$ cat src/rtl/m_d_rsp_tx_if.sv
// Response-transmitter port bundle: packet capture from memory, flit stream toward the cache ring.
// The slave side is the transmitter; the master side drives responses and flit_ready.
interface m_d_rsp_tx_if #(
  parameter int FLIT_W     = 16,
  parameter int LONG_FLITS = 11
);
  logic [FLIT_W*LONG_FLITS-1:0] mem_rsp_flits;
  logic                         v_mem_rsp;
  logic                         mem_rsp_short;
  logic                         flit_ready;
  logic [FLIT_W-1:0]            flit_out;
  logic                         v_flit_out;
  logic [1:0]                   flit_ctrl;
  logic                         m_d_tx_state;
  logic                         tx_done;

  modport master (
    output mem_rsp_flits, v_mem_rsp, mem_rsp_short, flit_ready,
    input  flit_out, v_flit_out, flit_ctrl, m_d_tx_state, tx_done
  );

  modport slave (
    input  mem_rsp_flits, v_mem_rsp, mem_rsp_short, flit_ready,
    output flit_out, v_flit_out, flit_ctrl, m_d_tx_state, tx_done
  );
endinterface

$ cat src/rtl/m_d_rsp_tx.sv
// Memory response serializer: captures one packet, head flit valid the cycle after capture;
// flit_ready low holds the presented flit, and new responses are ignored while busy.
module m_d_rsp_tx #(
  parameter int FLIT_W      = 16,
  parameter int LONG_FLITS  = 11,
  parameter int SHORT_FLITS = 3
) (
  input  logic           clk,
  input  logic           rst,
  m_d_rsp_tx_if.slave    rsp
);
  localparam int PKT_W = FLIT_W * LONG_FLITS;

  typedef enum logic {IDLE = 1'b0, SEND = 1'b1} state_t;

  state_t             state;
  logic [PKT_W-1:0]   pkt;
  logic [3:0]         cnt;
  logic [3:0]         len;
  logic               done_q;
  logic               is_head;
  logic               is_tail;

  assign is_head = (cnt == 4'd0);
  assign is_tail = (cnt == len - 4'd1);

  always_ff @(posedge clk) begin
    if (rst) begin
      state  <= IDLE;
      pkt    <= '0;
      cnt    <= 4'd0;
      len    <= 4'd0;
      done_q <= 1'b0;
    end else begin
      done_q <= 1'b0;
      if (state == IDLE) begin
        if (rsp.v_mem_rsp) begin
          pkt   <= rsp.mem_rsp_flits;
          len   <= rsp.mem_rsp_short ? 4'(SHORT_FLITS) : 4'(LONG_FLITS);
          cnt   <= 4'd0;
          state <= SEND;
        end
      end else if (rsp.flit_ready) begin
        if (is_tail) begin
          // Clearing here keeps flit_out at zero through IDLE without extra gating state.
          state  <= IDLE;
          pkt    <= '0;
          cnt    <= 4'd0;
          done_q <= 1'b1;
        end else begin
          pkt <= {pkt[PKT_W-FLIT_W-1:0], {FLIT_W{1'b0}}};
          cnt <= cnt + 4'd1;
        end
      end
    end
  end

  assign rsp.v_flit_out   = (state == SEND);
  assign rsp.m_d_tx_state = (state == SEND);
  assign rsp.flit_out     = (state == SEND) ? pkt[PKT_W-1 -: FLIT_W] : '0;
  assign rsp.flit_ctrl    = (state != SEND) ? 2'b00 :
                            is_head         ? 2'b01 :
                            is_tail         ? 2'b10 : 2'b00;
  assign rsp.tx_done      = done_q;
endmodule

$ cat src/flat_wrapper.sv
// flat-port wrapper written by rule: the top's interface ports become plain ports
module m_d_rsp_tx_flat 
#(
  parameter int FLIT_W      = 16,
  parameter int LONG_FLITS  = 11,
  parameter int SHORT_FLITS = 3
)
  (clk, rst, rsp_mem_rsp_flits, rsp_v_mem_rsp, rsp_mem_rsp_short, rsp_flit_ready, rsp_flit_out, rsp_v_flit_out, rsp_flit_ctrl, rsp_m_d_tx_state, rsp_tx_done);
  m_d_rsp_tx_if #(.FLIT_W(FLIT_W), .LONG_FLITS(LONG_FLITS)) rsp_i ();
  input  logic clk;
  input  logic rst;
  input wire logic [$bits(rsp_i.mem_rsp_flits)-1:0] rsp_mem_rsp_flits;
  input wire logic [$bits(rsp_i.v_mem_rsp)-1:0] rsp_v_mem_rsp;
  input wire logic [$bits(rsp_i.mem_rsp_short)-1:0] rsp_mem_rsp_short;
  input wire logic [$bits(rsp_i.flit_ready)-1:0] rsp_flit_ready;
  output wire logic [$bits(rsp_i.flit_out)-1:0] rsp_flit_out;
  output wire logic [$bits(rsp_i.v_flit_out)-1:0] rsp_v_flit_out;
  output wire logic [$bits(rsp_i.flit_ctrl)-1:0] rsp_flit_ctrl;
  output wire logic [$bits(rsp_i.m_d_tx_state)-1:0] rsp_m_d_tx_state;
  output wire logic [$bits(rsp_i.tx_done)-1:0] rsp_tx_done;
  assign rsp_i.mem_rsp_flits = rsp_mem_rsp_flits;
  assign rsp_i.v_mem_rsp = rsp_v_mem_rsp;
  assign rsp_i.mem_rsp_short = rsp_mem_rsp_short;
  assign rsp_i.flit_ready = rsp_flit_ready;
  assign rsp_flit_out = rsp_i.flit_out;
  assign rsp_v_flit_out = rsp_i.v_flit_out;
  assign rsp_flit_ctrl = rsp_i.flit_ctrl;
  assign rsp_m_d_tx_state = rsp_i.m_d_tx_state;
  assign rsp_tx_done = rsp_i.tx_done;
  m_d_rsp_tx #(.FLIT_W(FLIT_W), .LONG_FLITS(LONG_FLITS), .SHORT_FLITS(SHORT_FLITS)) u_core (.clk(clk), .rst(rst), .rsp(rsp_i));
endmodule
$ cat config.mk
export PLATFORM = sky130hd
export DESIGN_NAME = m_d_rsp_tx_flat
export DESIGN_NICKNAME = d
export VERILOG_FILES = /design/src/rtl/m_d_rsp_tx_if.sv /design/src/rtl/m_d_rsp_tx.sv /design/src/flat_wrapper.sv
export SDC_FILE = /design/constraint.sdc
export NUM_CORES = 1
export LEC_CHECK = 0
export CAP_MARGIN = 25
export CELL_PAD_IN_SITES_DETAIL_PLACEMENT = 1
export CELL_PAD_IN_SITES_GLOBAL_PLACEMENT = 1
export CORE_ASPECT_RATIO = 1.4
export CORE_UTILIZATION = 37
export CTS_BUF_LIST = sky130_fd_sc_hd__clkbuf_8
export CTS_CLUSTER_DIAMETER = 40
export CTS_CLUSTER_SIZE = 25
export DETAILED_ROUTE_END_ITERATION = 12
export GPL_ROUTABILITY_DRIVEN = 0
export PLACE_DENSITY_LB_ADDON = 0.1
export SLEW_MARGIN = 5
export SYNTH_ARGS = -nofsm -noshare
export SYNTH_HDL_FRONTEND = slang
export SYNTH_SLANG_ARGS = --single-unit
$ cat constraint.sdc
create_clock -name clk -period 1.9 [get_ports clk]
set_input_delay 0.19 -clock clk [delete_from_list [all_inputs] [get_ports clk]]
set_output_delay 0.19 -clock clk [all_outputs]
set_load 0.01 [all_outputs]
[After elaboration in Yosys (flattened, before gate mapping)]
Index checks and enable logic that the tools add are counted.
Operators by class
  add/sub/neg operators: 2
  eq/ne operators: 2
  muxes and demuxes: 18
  bitwise gates (word level): 2
  reductions and logical operators: 5
Operators with widths (count)
  2-to-1 mux 176 bit: 4
  2-to-1 mux 4 bit: 5
  2-to-1 mux 16 bit: 1
  2-to-1 mux 2 bit: 3
  2-to-1 mux 1 bit: 5
  adder 4 x 1 -> 4 bit, second input constant: 1
  equality test 4 bit: 1
  zero test 4 bit: 1
  AND reduction 2 bit: 2
  subtractor 4 x 1 -> 4 bit, second input constant: 1
  OR reduction 3 bit: 1
  != test 2 bit, second input constant: 1
  inverter 1 bit: 2
  nonzero test 2 bit: 1
Word-level totals
  register bits: 186
  bits of input ports: 181
  output and inout port bits: 21
  word-level logic and storage cells: 34

[Logic depth before layout (Yosys ltp)]
Gate-level depths: netlist of the first run.
  word-level depth: 5
  gate-level depth with buffers: 7
  gate-level depth less buffers: 5

[Worst setup path after synthesis of the first run]
Ideal clock, no wire load.
  path kind: register to register
  start: register u_core.state (netlist: u_core.rsp.m_d_tx_state)
  end: register u_core.pkt[120]
  setup time: 86 ps
  arrival: 1572 ps
  required time: 1814 ps
  setup slack: 243 ps
  cell stages (with the launch flop): 8
  buffers on the path: 3
  clock period less this slack: 1657 ps
  path through: dfxtp_1 > buf_2 > nand2_2 > nand2_1 > buf_2 > buf_1 > nor2_1 > a211oi_1
Between the ends
  cells in the longest elaborated chain, start to end: 2
  elaborated cells between the ends (all ways): 4
  classes of those cells: eq/ne (1); mux (1); reduce/logical (2)
RTL lines
  start: declaration: line m_d_rsp_tx.sv:16  | state_t state;
  start signal: assignment: line m_d_rsp_tx.sv:29  | state <= IDLE;
  start signal: assignment: line m_d_rsp_tx.sv:41  | state <= SEND;
  start signal: assignment: line m_d_rsp_tx.sv:46  | state <= IDLE;
  != test 2 bit (no source line) or nonzero test 2 bit (tied branches)
  AND reduction 2 bit (no source line)
  end signal: assignment: line m_d_rsp_tx.sv:38  | pkt <= rsp.mem_rsp_flits;
  end signal: assignment: line m_d_rsp_tx.sv:51  | pkt <= {pkt[PKT_W-FLIT_W-1:0], {FLIT_W{1'b0}}};
  end: declaration: line m_d_rsp_tx.sv:17  | logic [PKT_W-1:0] pkt;
Parallel ways exist; a longest one is shown, timed or not.
A chain may end at the register's enable or synchronous reset.

[Worst setup path after layout of the first run]
  start: register u_core.state (netlist: u_core.rsp.m_d_tx_state)
  end: register u_core.pkt[78]
The elaborated chain is that of the path after synthesis.

==> results.py, run 1 <==
metrics = {
    "outcome": {
        "status": "finished clean",
    },
    "logic_synthesis": {
        "seq_area_frac_synth_pct": 45.41,
        "syn_area_per_cell_um2": 7.875,
        "ys.warnings.count": 0,
        "ys_types": 28,
        "ys_ff_latch": 184,
        "synth_nets": 1213,
        "syn-cell-area_mm2": 0.008112,
        "netlist_instances": 1030,
    },
    "die": {
        "io_pins": 202,
        "rows": 63,
        "die_x_um": 127.1,
        "die_h_um": 177.2,
        "initial_core_util_pct": 37.97,
        "dieArea_mm2": 0.02253,
        "core_area_mm2": 0.02136,
    },
    "detailed_routing": {
        "via_per_inst": 5.485,
        "wl_met3_um": 971,
        "drt_iter0_drc": 477,
        "ant_nets": 0,
        "vias": 8260,
        "top_layer": "met4",
        "post_drt_wl_per_cell_um": 18.86,
        "dr_wl_met2_um": 13940,
        "drc_errors": 0,
        "routed_wl_um": 28400,
        "met1_length_um": 12830,
        "drt-pass1-iter-count": 5,
    },
    "timing": {
        "fmax_ghz": 0.5439,
        "post-route-min-period_ns": 1.839,
        "worst_pin_slew_ns": 0.4673,
        "slew_headroom_pct": 68.85,
        "period_share_pct": 96.76,
        "setup_ws_ns": 0.06147,
        "skew_ns": 0.01633,
        "rsz0062_at_grt": "true",
        "drv_slew": 0,
        "fin_hold_ws_ns": 0.1859,
        "hold_violations": 0,
        "setup_viol": 0,
        "tns_ns": 0,
    },
    "worst_setup_path": {
        "critPathMaxStageDelay_ns": 0.37,
        "rr_endpoint": "u_core.pkt[78]$_SDFFE_PP0P_",
        "path_max_fanout": 38,
        "r2r-start": "u_core.rsp.m_d_tx_state$_SDFF_PP0_",
        "critPathArrivalTime_ns": 2.18,
        "end_kind": "flop",
        "cp_cell_sequence": "buf_4, buf_4, nand2b_4, buf_12, buf_12, o21ai_0, a211oi_1",
        "crit_slowest_cell": "dfxtp_4",
        "start_kind": "flop",
        "worstPathRequired_ns": 2.24,
        "reg2reg_depth": 7,
        "timing.critical_path.from": "u_core.rsp.m_d_tx_state$_SDFF_PP0_",
        "critPathCapture": "u_core.pkt[78]$_SDFFE_PP0P_",
        "path_class": "reg -> reg",
        "r2r_slack_ns": 0.06,
    },
    "pwr": {
        "cellPowerDensity_mw_per_mm2": 817.1,
        "vdd.ir_drop.worst_v": 0.0003894,
        "comb_power_share_pct": 17.9,
        "p_switching_mw": 2.526,
        "finalPower_mw": 9.405,
        "p_leak_nw": 4.352,
        "seq_power_share_pct": 47.0,
        "clockPowerShare_pct": 35.2,
        "p_int_mw": 6.879,
        "p_sw_share_pct": 26.86,
    },
    "clocking": {
        "clock_tree.buffer_depth": 2,
        "insertion_delay_ns": 0.47,
        "cts_tree": "built",
        "hold_buffers": 0,
        "cts_sinks": 184,
        "path_clk_slew_ns": 0.10,
        "cts_buffers": 17,
        "cts_root_buf": "clkbuf_8",
        "h-tree-depth": 4,
    },
    "cells_and_area": {
        "finish.utilization_pct": 53.88,
        "layout_commonest_cell": "nor2_1",
        "finalInstanceArea_mm2": 0.01151,
        "n_antenna_cell": 0,
        "fillers": 2518,
        "area_growth_pct": 41.89,
        "instances_no_fill": 1506,
        "layout_common_cells": "185 x nor2_1, 182 x clkdlybuf4s50_1, 179 x dfxtp_1",
        "layout-drive-gt1-share_pct": 9.638,
        "fin_nets": 1386,
    },
    "placed_design": {
        "hpwl_um": 19460,
        "placed_area_mm2": 0.01077,
        "place_ws_ns": -0.05562,
        "place_inst": 1467,
        "port_buffers": 201,
    },
    "grt": {
        "grt_max_degree": 80,
        "grt_antenna_before_repair": 0,
        "grt.total_usage_pct": 25.60,
        "grt_overflow": 0,
        "grt_pass1_vias": 8292,
        "grt_first_pass_wirelength_um": 45170,
    },
    "flow_run": {
        "drv_cap": 0,
    },
    "worst_hold_path": {
        "hold_path.class": "in -> reg",
    },
}
## cells in the mapped netlist
| cell | n | area (µm²) |
|---|---|---|
| o21ai_0 | 160 | 800.8 |
| clkbuf_1 | 87 | 326.6 |
| ha_1 | 2 | 25.02 |
| nor3_1 | 2 | 10.01 |
| nand2_1 | 6 | 22.52 |
| a31oi_1 | 2 | 12.51 |
| a211oi_1 | 161 | 1209 |
| a22oi_1 | 16 | 120.1 |
| a21oi_1 | 1 | 5.000 |
| and4b_1 | 1 | 10.01 |
| xnor2_1 | 1 | 8.760 |
| and2_1 | 17 | 106.4 |
| nand4b_1 | 2 | 17.52 |
| a32oi_1 | 1 | 8.760 |
| nand2_2 | 1 | 6.260 |
| nor4bb_1 | 1 | 10.01 |
| nand2b_1 | 1 | 6.260 |
| dfxtp_1 | 184 | 3684 |
| mux2i_2 | 1 | 13.76 |
| nor2_1 | 186 | 698.2 |
| nor2b_1 | 1 | 6.260 |
| buf_4 | 14 | 105.1 |
| and3_1 | 1 | 6.260 |
| nand3_1 | 163 | 815.8 |
| buf_2 | 6 | 30.03 |
| inv_1 | 2 | 7.510 |
| buf_1 | 9 | 33.78 |
| nand4_1 | 1 | 6.260 |
## cell type report
class	instances	area [µm²]	area share (%)
clock buffers	17	234.0	2.033
inverters	2	7.507	0.06522
well taps	292	365.4	3.174
clock inverters	13	261.5	2.272
repair buffers	270	2937	25.51
multi-input cells	728	4010	34.84
flip-flops and latches	184	3695	32.10
## what timing repair did
action / 4_1_cts / 5_1_grt
buffers inserted: 3 / 3
gates resized for setup: 9 / 33
endpoints found under the hold margin: 0 / 0
setup endpoints to repair: 86 / 124
gates cloned: 1 / 2
pin swaps: 0 / 5
## power by group through the flow
stage | clock network [mW] | registers, mW | logic (mW)
2_1_floorplan | 0 | 4.41 | 0.875
3_3_place_gp | 0 | 4.49 | 1.62
3_5_place_dp | 0 | 4.50 | 1.65
4_1_cts | 3.37 | 4.41 | 1.68
5_1_grt | 3.54 | 4.45 | 1.86
6_report | 3.31 | 4.42 | 1.68
## per-layer routing
layer / GRT usage [%] / vias to the layer above
li1: - / 4041
met1: 33.37 / 3971
met2: 43.06 / 217
met3: 3.930 / 31
met4: 8.532 / 0
met5: 0 / -
## flip-flops by register name, summed over array words and instances, names as in the netlist
name	cells
u_core.cnt	4
u_core.rsp.tx_done	1
u_core.rsp.m_d_tx_state	1
u_core.len	2
u_core.pkt	176
## logic make-up (layout without fill, tap and decap cells)
group                    after synthesis  in the layout  synth area share [%]
AO/OA/AOI/OAI                        341            341                 26.58
AND/OR/NAND/NOR                      383            383                 21.22
adder cells (fa/ha/maj)                2              2                0.3084
multiplexers                           1              1                0.1696
XOR/XNOR                               1              1                0.1080
buffers and inverters                118            302                 6.201
flip-flops                           184            184                 45.41
## worst max-delay path, delay by kind of cell (launching register included)
kind	cells	cell delay, ns
flip-flops	1	0.37
AND/OR/NAND/NOR	1	0.17
AO/OA/AOI/OAI	2	0.44
buffers and inverters	4	0.69
## worst min path at each step
| stage | start | endpoint | cells past startpoint |
|---|---|---|---|
| after floorplan | rsp_mem_rsp_short | u_core.len[3]$_SDFFE_PP0P_ | 1 |
| after global placement | u_core.pkt[95]$_SDFFE_PP0P_ | u_core.pkt[111]$_SDFFE_PP0P_ | 2 |
| after CTS | rst | u_core.pkt[165]$_SDFFE_PP0P_ | 2 |
| final | rst | u_core.pkt[160]$_SDFFE_PP0P_ | 2 |
| after detailed placement | u_core.pkt[148]$_SDFFE_PP0P_ | u_core.pkt[164]$_SDFFE_PP0P_ | 2 |
| after global routing | rst | u_core.pkt[161]$_SDFFE_PP0P_ | 2 |
Power figures use the tool's default switching activity.
==> run 2, diff against run 1 <==
--- a/config.mk
+++ b/config.mk
@@ -15,6 +15,7 @@
 export CTS_CLUSTER_SIZE = 25
 export DETAILED_ROUTE_END_ITERATION = 12
 export GPL_ROUTABILITY_DRIVEN = 0
+export MAX_ROUTING_LAYER = met4
 export PLACE_DENSITY_LB_ADDON = 0.1
 export SLEW_MARGIN = 5
 export SYNTH_ARGS = -nofsm -noshare
==> run 2 against run 1 <==
Clock-buffer cell count unchanged; via count increased by 0.54%; utilization up 0.97 points; maximum frequency shrank 2.3%; first-iteration DRC count is 9.9% higher; final cell count increased by 0.20%; sequential share of layout area decreased by 0.58 points; clock power about the same; sequential power hardly changed; highest routed layer unchanged; combinational power up 4%; register-to-register slack worse by 0.04 ns.
==> results.py, run 2 (synthesis results as in run 1) <==
metrics = {
    "worst_setup_path": {
        "critPathTopFamily": "buffers and inverters",
        "worstPathRequired_ns": 2.27,
        "path_max_fanout": 11,
        "critPathMaxStageDelay_ns": 0.35,
        "start_kind": "flop",
        "critPathArrivalTime_ns": 2.25,
        "crit_slowest_cell": "dfxtp_2",
        "cp.buffers_inverters": 3,
        "end_kind": "flop",
        "cp_cell_sequence": "xnor2_2, mux2i_4, buf_6, buf_12, buf_4, nand3_1, a211oi_1",
        "path_class": "reg -> reg",
    },
    "placed_design": {
        "placed_area_mm2": 0.01077,
        "place_ws_ns": -0.05562,
        "port_buffers": 201,
        "hpwl_um": 19460,
        "place_inst": 1467,
    },
    "detailed_routing": {
        "ant_nets": 0,
        "post_drt_wl_per_cell_um": 19.38,
        "routed_wl_um": 29250,
        "via_per_inst": 5.504,
        "drc_errors": 0,
        "drt_iter0_drc": 524,
        "drt-pass1-iter-count": 5,
        "vias": 8305,
    },
    "worst_hold_path": {
        "hold_path.class": "in -> reg",
    },
    "pwr": {
        "vdd.ir_drop.worst_v": 0.0003950,
        "cellPowerDensity_mw_per_mm2": 809.7,
        "p_leak_nw": 4.415,
        "finalPower_mw": 9.487,
    },
    "timing": {
        "fin_hold_ws_ns": 0.1687,
        "hold_violations": 0,
        "period_share_pct": 98.99,
        "fmax_ghz": 0.5317,
        "post-route-min-period_ns": 1.881,
        "drv_slew": 0,
        "worst_pin_slew_ns": 0.4721,
        "slew_headroom_pct": 68.52,
        "setup_viol": 0,
        "setup_ws_ns": 0.01913,
        "skew_ns": 0.01766,
    },
    "cells_and_area": {
        "instances_no_fill": 1509,
        "reg_top3": "u_core.pkt: 176 flops, u_core.cnt: 4 flops, u_core.len: 2 flops",
        "n_antenna_cell": 0,
        "largest_register_ffs": 176,
        "regMostFlops": "u_core.pkt",
        "seq_area_mm2": 0.003694,
        "fillers": 2506,
        "finalInstanceArea_mm2": 0.01172,
        "layout_commonest_cell": "nor2_1",
        "multi_input_area_mm2": 0.004151,
        "fin_nets": 1389,
        "layout-drive-gt1-share_pct": 12.24,
        "area_growth_pct": 44.45,
        "layout_common_cells": "186 x nor2_1, 182 x clkdlybuf4s50_1, 180 x dfxtp_1",
    },
    "flow_run": {
        "drv_cap": 0,
    },
    "outcome": {
        "status": "finished clean",
    },
    "die": {
        "die_x_um": 127.1,
        "rows": 63,
        "core_area_mm2": 0.02136,
        "io_pins": 202,
        "dieArea_mm2": 0.02253,
        "die_h_um": 177.2,
        "initial_core_util_pct": 37.97,
    },
    "grt": {
        "grt_first_pass_wirelength_um": 45220,
        "grt_pass1_vias": 8289,
        "grt_max_degree": 80,
        "grt_overflow": 0,
        "grt.total_usage_pct": 26.40,
        "grt_antenna_before_repair": 0,
    },
    "clocking": {
        "insertion_delay_ns": 0.47,
        "cts_tree": "built",
        "path_clk_slew_ns": 0.10,
        "hold_buffers": 0,
        "cts_buffers": 17,
        "h-tree-depth": 4,
        "cts_root_buf": "clkbuf_8",
        "cts_sinks": 184,
        "clock_tree.buffer_depth": 2,
    },
}
==> run 2: cell count changes in the layout (fill, tap and decap cells not counted), sizes merged <==
cell    before  now
buf         68   67
clkbuf      19   23
==> run 2: per-layer routing <==
metal	GRT usage, %	wire length (µm)	vias to the layer above
li1	-	-	4050
met1	33.65	13080	4003
met2	42.95	14450	218
met3	3.386	940	34
met4	9.276	777	0
met5	-	0	-
==> run 2: final cells by class <==
class	count	area share (%)
clock buffer	17	1.997
clock inverter	13	2.232
inverter	2	0.06407
multi-input combinational	728	35.43
sequential	184	31.52
tap	292	3.118
timing repair buffer	273	25.64
==> run 2: metrics by stage <==
stage	util, %	setup TNS [ns]
after detailed placement	50.40	-0.4958
after global placement	50.40	0
final	54.85	0
after CTS	53.07	0
after global routing	54.85	-0.04563
after floorplan	-	0
==> run 2: repair_timing <==
item,CTS,global route
pin swaps,0,3
setup endpoints to repair,86,124
gates resized for setup,9,59
cloned,1,5
setup buffers,3,3
==> run 2: worst paths after layout <==
path / start / endpoint / slack, ns / depth (start not counted)
worst max-delay path: u_core.len[3]$_SDFFE_PP0P_ / u_core.pkt[50]$_SDFFE_PP0P_ / 0.02 / 7
worst min-delay path: rst / u_core.pkt[158]$_SDFFE_PP0P_ / 0.17 / 2
worst max register to register: u_core.len[3]$_SDFFE_PP0P_ / u_core.pkt[50]$_SDFFE_PP0P_ / 0.02 / 7
worst min register to register: u_core.pkt[149]$_SDFFE_PP0P_ / u_core.pkt[165]$_SDFFE_PP0P_ / 0.47 / 2
==> run 2: worst register-to-register path: cells and delay by family, from the launching register on <==
family / cells / cell delay [ns]
AND/OR/NAND/NOR: 1 / 0.12
buffers and inverters: 3 / 0.52
XOR/XNOR: 1 / 0.22
multiplexers: 1 / 0.28
flip-flops: 1 / 0.35
AO/OA/AOI/OAI: 1 / 0.29
==> run 2: where the power goes <==
group	switching (mW)	internal (mW)	leakage (nW)	total, mW
Combinational	0.880	0.867	2.65	1.75
Clock	1.49	1.84	0.244	3.32
Sequential	0.220	4.20	1.53	4.42
